===== config.mk =====
export PLATFORM = sky130hd
export DESIGN_NAME = max7219_rx
export DESIGN_NICKNAME = d
export VERILOG_FILES = /design/src/rtl/max7219_rx.sv
export SDC_FILE = /design/constraint.sdc
export NUM_CORES = 1
export LEC_CHECK = 0
export ABC_AREA = 1
export ABC_CLOCK_PERIOD_IN_PS = 2000
export BUFFER_PORTS_ARGS = -buffer_cell sky130_fd_sc_hd__clkbuf_2
export CAP_MARGIN = 20
export CORE_MARGIN = 3
export CORE_UTILIZATION = 38
export CTS_CLUSTER_SIZE = 10
export DETAILED_ROUTE_END_ITERATION = 7
export GPL_ROUTABILITY_DRIVEN = 0
export PLACE_DENSITY = 0.6
export SLEW_MARGIN = 20
export SYNTH_ARGS = -nofsm -noshare
export SYNTH_HDL_FRONTEND = slang
export SYNTH_SLANG_ARGS = --single-unit

===== constraint.sdc =====
create_clock -name clk -period 2 [get_ports clk]
set_input_delay 0.4 -clock clk [delete_from_list [all_inputs] [get_ports clk]]
set_output_delay 0.4 -clock clk [all_outputs]
set_load 0.01 [all_outputs]

===== src/rtl/max7219_rx.sv =====
// Receiver for the MAX7219 three-wire link: oversamples the serial lines, frames
// 16-bit words on LOAD and keeps a shadow copy of the MAX7219 register file.
module max7219_rx #(
  parameter int CLK_MIN_HALF = 2
) (
  input  logic        clk,
  input  logic        rst_n,
  input  logic        max_din,
  input  logic        max_clk,
  input  logic        ce_,
  output logic [31:0] display_value,
  output logic [7:0]  decode_mode,
  output logic [3:0]  intensity,
  output logic [2:0]  scan_limit,
  output logic        shutdown_n,
  output logic        display_test,
  output logic        frame_valid,
  output logic        frame_err,
  output logic [3:0]  frame_addr,
  output logic [7:0]  frame_data
);

  localparam logic [4:0] CNT_FULL = 5'd16;
  localparam logic [4:0] CNT_SAT  = 5'd17;

  // The transmitter guarantees the minimum max_clk half-period; nothing here checks it.
  logic unused_s;
  assign unused_s = (CLK_MIN_HALF > 0);

  logic [1:0]       din_sync_q, din_sync_d;
  logic [2:0]       clk_sync_q, clk_sync_d;
  logic [2:0]       ce_sync_q, ce_sync_d;
  logic [4:0]       cnt_q, cnt_d;
  logic [15:0]      sr_q, sr_d;
  logic [7:0][7:0]  digit_q, digit_d;
  logic [7:0]       decode_q, decode_d;
  logic [3:0]       intensity_q, intensity_d;
  logic [2:0]       scan_q, scan_d;
  logic             shutdown_q, shutdown_d;
  logic             test_q, test_d;
  logic             valid_q, valid_d;
  logic             err_q, err_d;
  logic [3:0]       addr_q, addr_d;
  logic [7:0]       data_q, data_d;

  logic             ce_fall_s, ce_rise_s, clk_rise_s, ce_low_s;
  logic [3:0]       rx_addr_s;
  logic [7:0]       rx_data_s;
  logic [2:0]       rx_idx_s;

  function automatic logic [4:0] next_count(input logic [4:0] c);
    if (c >= CNT_SAT) begin
      return CNT_SAT;
    end else begin
      return c + 5'd1;
    end
  endfunction

  // Synchroniser shift chains; the third stage of clk/ce feeds the edge detectors.
  always_comb begin
    din_sync_d = {din_sync_q[0], max_din};
    clk_sync_d = {clk_sync_q[1:0], max_clk};
    ce_sync_d  = {ce_sync_q[1:0], ce_};
  end

  // Edge detection and frame field extraction.
  always_comb begin
    ce_low_s   = ~ce_sync_q[1];
    ce_fall_s  = ce_sync_q[2] & ~ce_sync_q[1];
    ce_rise_s  = ~ce_sync_q[2] & ce_sync_q[1];
    clk_rise_s = clk_sync_q[1] & ~clk_sync_q[2];
    rx_addr_s  = sr_q[11:8];
    rx_data_s  = sr_q[7:0];
    // addresses 1..8 map to digits 0..7; 3-bit wraparound turns 8 into 7
    rx_idx_s   = sr_q[10:8] - 3'd1;
  end

  // Frame assembly and register-file decode.
  always_comb begin
    cnt_d       = cnt_q;
    sr_d        = sr_q;
    digit_d     = digit_q;
    decode_d    = decode_q;
    intensity_d = intensity_q;
    scan_d      = scan_q;
    shutdown_d  = shutdown_q;
    test_d      = test_q;
    valid_d     = 1'b0;
    err_d       = 1'b0;
    addr_d      = addr_q;
    data_d      = data_q;

    if (ce_fall_s) begin
      cnt_d = 5'd0;
      sr_d  = 16'h0000;
    end else begin
      cnt_d = cnt_q;
      sr_d  = sr_q;
    end

    // Shift after the clear so a coincident LOAD fall and clock rise leaves count 1.
    if (clk_rise_s && ce_low_s) begin
      sr_d  = {sr_d[14:0], din_sync_q[1]};
      cnt_d = next_count(cnt_d);
    end else begin
      sr_d  = sr_d;
      cnt_d = cnt_d;
    end

    if (ce_rise_s) begin
      if (cnt_q == CNT_FULL) begin
        valid_d = 1'b1;
        addr_d  = rx_addr_s;
        data_d  = rx_data_s;
        case (rx_addr_s)
          4'h1, 4'h2, 4'h3, 4'h4,
          4'h5, 4'h6, 4'h7, 4'h8: digit_d[rx_idx_s] = rx_data_s;
          4'h9:    decode_d    = rx_data_s;
          4'hA:    intensity_d = rx_data_s[3:0];
          4'hB:    scan_d      = rx_data_s[2:0];
          4'hC:    shutdown_d  = rx_data_s[0];
          4'hF:    test_d      = rx_data_s[0];
          default: decode_d    = decode_q;
        endcase
      end else begin
        err_d = 1'b1;
      end
    end else begin
      valid_d = 1'b0;
      err_d   = 1'b0;
    end
  end

  // State registers; LOAD synchroniser idles high so release does not fake a frame start.
  always_ff @(posedge clk or negedge rst_n) begin
    if (!rst_n) begin
      din_sync_q  <= 2'b00;
      clk_sync_q  <= 3'b000;
      ce_sync_q   <= 3'b111;
      cnt_q       <= 5'd0;
      sr_q        <= 16'h0000;
      digit_q     <= 64'h0;
      decode_q    <= 8'h00;
      intensity_q <= 4'h0;
      scan_q      <= 3'd0;
      shutdown_q  <= 1'b0;
      test_q      <= 1'b0;
      valid_q     <= 1'b0;
      err_q       <= 1'b0;
      addr_q      <= 4'h0;
      data_q      <= 8'h00;
    end else begin
      din_sync_q  <= din_sync_d;
      clk_sync_q  <= clk_sync_d;
      ce_sync_q   <= ce_sync_d;
      cnt_q       <= cnt_d;
      sr_q        <= sr_d;
      digit_q     <= digit_d;
      decode_q    <= decode_d;
      intensity_q <= intensity_d;
      scan_q      <= scan_d;
      shutdown_q  <= shutdown_d;
      test_q      <= test_d;
      valid_q     <= valid_d;
      err_q       <= err_d;
      addr_q      <= addr_d;
      data_q      <= data_d;
    end
  end

  // Only the low nibble of each digit is visible.
  always_comb begin
    display_value = 32'h0000_0000;
    for (int i = 0; i < 8; i++) begin
      display_value[4*i +: 4] = digit_q[i][3:0];
    end
  end

  assign decode_mode  = decode_q;
  assign intensity    = intensity_q;
  assign scan_limit   = scan_q;
  assign shutdown_n   = shutdown_q;
  assign display_test = test_q;
  assign frame_valid  = valid_q;
  assign frame_err    = err_q;
  assign frame_addr   = addr_q;
  assign frame_data   = data_q;

endmodule


**Yosys cells after proc, flatten, opt, wreduce, memory -nomap -nowiden**

Cells that the tools add are included.

- Register bits: 123
- Logic and storage cells: 69

- Add/sub/neg operators: 2
- $lt $le $gt $ge: 3
- Equality and inequality tests: 14
- Multiplexer cells: 12
- Bitwise logic cells: 6
- Reductions and logical operators: 10

Operators by type and width:

| operator | count |
|---|---|
| $bwmux W64 | 1 |
| $mux W15 | 2 |
| $demux W8 S3 | 1 |
| $eq A4 B4 Y1 const B | 6 |
| $reduce_and A3 Y1 | 6 |
| $eq A4 B3 Y1 const B | 4 |
| $mux W5 | 3 |
| $eq A4 B2 Y1 const B | 2 |
| $mux W8 | 1 |
| $reduce_or A8 Y1 | 1 |
| $add A5 B1 Y5 const B | 1 |
| $eq A5 B5 Y1 const B | 1 |
| $ge A5 B5 Y1 const B | 1 |
| $eq A4 B1 Y1 const B | 1 |
| $lt A3 B4 Y1 const B | 1 |
| $mux W1 | 4 |
| $and A1 B1 Y1 | 3 |
| $ge A3 B1 Y1 const B | 1 |
| $not A1 Y1 | 3 |
| $sub A3 B1 Y3 const B | 1 |
| $logic_and A1 B1 Y1 | 2 |
| $reduce_and A2 Y1 | 1 |

**Depth between registers and ports, before layout**

- Depth in word-level cells: 6
- Mapped depth: 11
- Gate-level depth less buffers: 10

**Worst setup path after synthesis**

Ideal clock, no wire load.

- Path type: register to register
- Start: register sr_q[8]
- End: register digit_q, in the netlist display_value[0]
- Arrival time: 1.541 ns
- Path slack: 0.341 ns
- Cell stages (with the launch flop): 11
- Path buffers: 0
- Path through: dfrtp_1 -> inv_1 -> ha_1 -> inv_1 -> nand2_1 -> nand2_1 -> nand2_1 -> nor2_1 -> nand3_2 -> nand2_1 -> nand2_1

- Cells in the longest elaborated chain, start to end: 6

RTL lines:

| element | RTL line | text |
|---|---|---|
| start, declared | 34 | `logic [15:0] sr_q, sr_d;` |
| start signal, assigned | 157 | `sr_q <= sr_d;` |
| $sub A3 B1 Y3 | 75 | `rx_idx_s = sr_q[10:8] - 3'd1;` |
| $lt A3 B4 Y1 (not written as such) / $ge A3 B1 Y1 (equally long branches) | 117 | `4'h5, 4'h6, 4'h7, 4'h8: digit_d[rx_idx_s] = rx_data_s;` |
| $logic_and A1 B1 Y1 (not written as such) | 117 |  |
| $mux W8 (not written as such) | 117 |  |
| $demux W8 S3 | 117 |  |
| $bwmux W64 | 117 |  |
| end signal, assigned | 158 | `digit_q <= digit_d;` |
| end, declared | 35 | `logic [7:0][7:0] digit_q, digit_d;` |

Several ways; a longest one is shown, not always the timed one.
A chain may end at the register's enable or synchronous reset.

**Worst setup path in the final report**

- Start: register sr_q[8]
- End: register digit_q, in the netlist display_value[8]

Same word-level chain as after synthesis.

==> impl_metrics.ini <==
[global_route]
grt_antenna_before_repair = 0
track_usage = 0.154
grt_pass1_wl_um = 14000
overflow = 0
grt_max_degree = 89
grt_pass1_vias = 2834

[clock_tree]
cts_hold_buf = 0
root_buffer = clkbuf_8
clkLatencyLatePin_ns = 0.35
clk_pin_slew_worst_paths_ns = 0.09
cts_buffers = 9
h-tree-depth = 3
post-cts-setup-buffer-count = 0
clockBufferDepth = 2
clock_sinks = 88
cts_tree = built

[synthesis]
syn_nets = 439
yosysSeqAreaShare = 0.581
synth_cell_type_count = 23
synth_warnings = 0
syn-cell-area_um2 = 3800
ys_seq_elements = 88
syn_avg_cell_area_um2 = 8.88
synthCells = 428

[setup_path]
max_stage_delay_ns = 0.42
critPathSlowestCell = dfrtp_1
critPathLaunchType = flop
crit_family = simple AND/OR/NAND/NOR gates
worst-path-stages = 10
crit_fanout = 5
cp_cell_sequence = inv_1 -> ha_1 -> inv_1 -> nand2_1 -> nand2_1 -> nand2_1 -> nor2_2 -> nand3_2 -> nand2_1 -> nand2_1
rr_worst_depth = 10
crit_arrival_ns = 1.97
endpoint_kind = flop
cp_common_cell = nand2_1
crit_buf_inv = 2
crit_type = flop to flop
worst_ep_required_time_ns = 2.24

[power]
switching_power_uw = 749
combPwrFrac = 0.031
p_leak_uw = 0.00246
irDropWorstVdd_mv = 0.531
clock_power_share = 0.437
powerDensity_nw_per_um2 = 748
switching_share = 0.219
power.share.sequential = 0.532
p_int_uw = 2670

[run_status]
status = finished, final reports clean

[finish]
stdcell_area_um2 = 4570
drive_above_1_share = 0.242
area_growth_pct = 20.2
final_cell_mix = nand2_1 (164), dfrtp_1 (85), clkbuf_2 (66)
final_common_cell = nand2_1
layout.nets = 515
diodes = 0

[drt]
routed_via_density = 4.60
drtIter0Drc = 132
drt_first_pass_iters = 4
wirelength_um = 8050
vias = 2932
remaining_drc_errors = 0
ant_nets = 0
avgRoutedWirePerCell_um = 12.6

[timing]
finalClockSkew_ns = 0.0171
drv_slew = 0
rsz0062_at_grt = no
setup_violations = 0
slew_headroom = 0.693
finalHoldViolCount = 0
tightest_slew_ns = 0.460
period_minus_slack_ns = 1.73
setup_tns_ns = 0
fmax_ghz = 0.578
min_period_over_period = 0.864

[floorplanning]
dieArea_um2 = 11200
coreArea_um2 = 9460
start_util = 0.402
rows = 35
fp.dieW_um = 106
fp.dieH_um = 106
ioPinCount = 68

[placement]
place_area_um2 = 4310
io_buffers = 67
hpwl_um = 5720

[run]
drv_cap = 0

[hold_path]
hp-class = primary input to async pin
[Yosys cell counts]
library cell / n / area [um^2]
clkbuf_1: 6 / 22.5
xor2_1: 1 / 8.76
dfstp_2: 3 / 78.8
dfrtp_1: 85 / 2130
nor2_1: 29 / 109
o21ai_0: 22 / 110
nand3_4: 2 / 35.0
o31ai_1: 1 / 7.51
nor2_2: 3 / 18.8
nand2_1: 165 / 619
inv_1: 36 / 135
nand3_2: 10 / 100
buf_2: 3 / 15.0
nor3_1: 2 / 10.0
buf_6: 4 / 45.0
nand2_2: 3 / 18.8
nand3_1: 27 / 135
ha_1: 6 / 75.1
nor2_8: 1 / 20.0
o21ai_1: 13 / 65.1
nor2_4: 2 / 22.5
nand4_1: 2 / 12.5
inv_2: 2 / 7.51
[power by group through the flow]
stage	sequential, uW	combinational [uW]	clock (uW)
2_1_floorplan	1840	52.1	0
3_3_place_gp	1850	108	0
3_5_place_dp	1850	110	0
4_1_cts	1820	109	1530
5_1_grt	1820	124	1610
6_report	1820	106	1490
[final cells by class]
cell class	instances	area [um^2]
Fill cell	947	4890
Sequential cell	88	2210
Clock buffer	9	124
Clock inverter	7	124
Tap cell	129	161
Timing Repair Buffer	78	433
Inverter	38	143
Multi-Input combinational cell	289	1380
[sequential cells by signal, indices dropped and copies added, names as in the netlist, 4 cells and up]
register and cells:
display_value 32, intensity 4, cnt_q 5, decode_mode 8
frame_data 8, frame_addr 4, sr_q 12
[per-layer routing]
layer,GRT usage,wire length (um)
met1,0.215,3980
met2,0.236,3590
met3,0.0304,320
met4,0.0601,166
met5,0,0
[worst paths after layout]
path | from | to | slack [ns]
max in group asynchronous | rst_n | ce_sync_q[0] | 1.54
worst min register to register | din_sync_q[0] | din_sync_q[1] | 0.35
worst min-delay path | rst_n | display_value[24] | 0.08
min in group clk | ce_ | ce_sync_q[0] | 0.13
worst max register to register | sr_q[8] | display_value[8] | 0.27
worst max-delay path | sr_q[8] | display_value[8] | 0.27
[through the flow]
stage          utilization  std cells  power [uW]  hold slack (ns)  setup slack [ns]
3_5_place_dp         0.456        622        1960            0.336             0.196
2_1_floorplan            -        428        1890            0.104             0.341
4_1_cts              0.482        638        3460           0.0947             0.170
3_3_place_gp         0.456        622        1960            0.334             0.194
5_1_grt              0.483        638        3550            0.103            0.0394
6_report             0.483        638        3420           0.0846             0.271
[timing repair]
item / 4_1_cts / 5_1_grt
setup endpoints to repair: 0 / 14
gates resized for setup: 0 / 3
endpoints found under the hold margin: 0 / 0
[kinds of logic (layout without fill, tap and decap cells)]
kind of cell / Yosys count / after routing / synth area share
adder cells (fa/ha/maj): 6 / 6 / 0.0198
AND/OR/NAND/NOR: 246 / 246 / 0.290
flip-flops: 88 / 88 / 0.581
XOR/XNOR: 1 / 1 / 0.00231
buffers and inverters: 51 / 132 / 0.0593
AO/OA/AOI/OAI: 36 / 36 / 0.0481
Note: power is estimated with default switching activity, not from simulation.
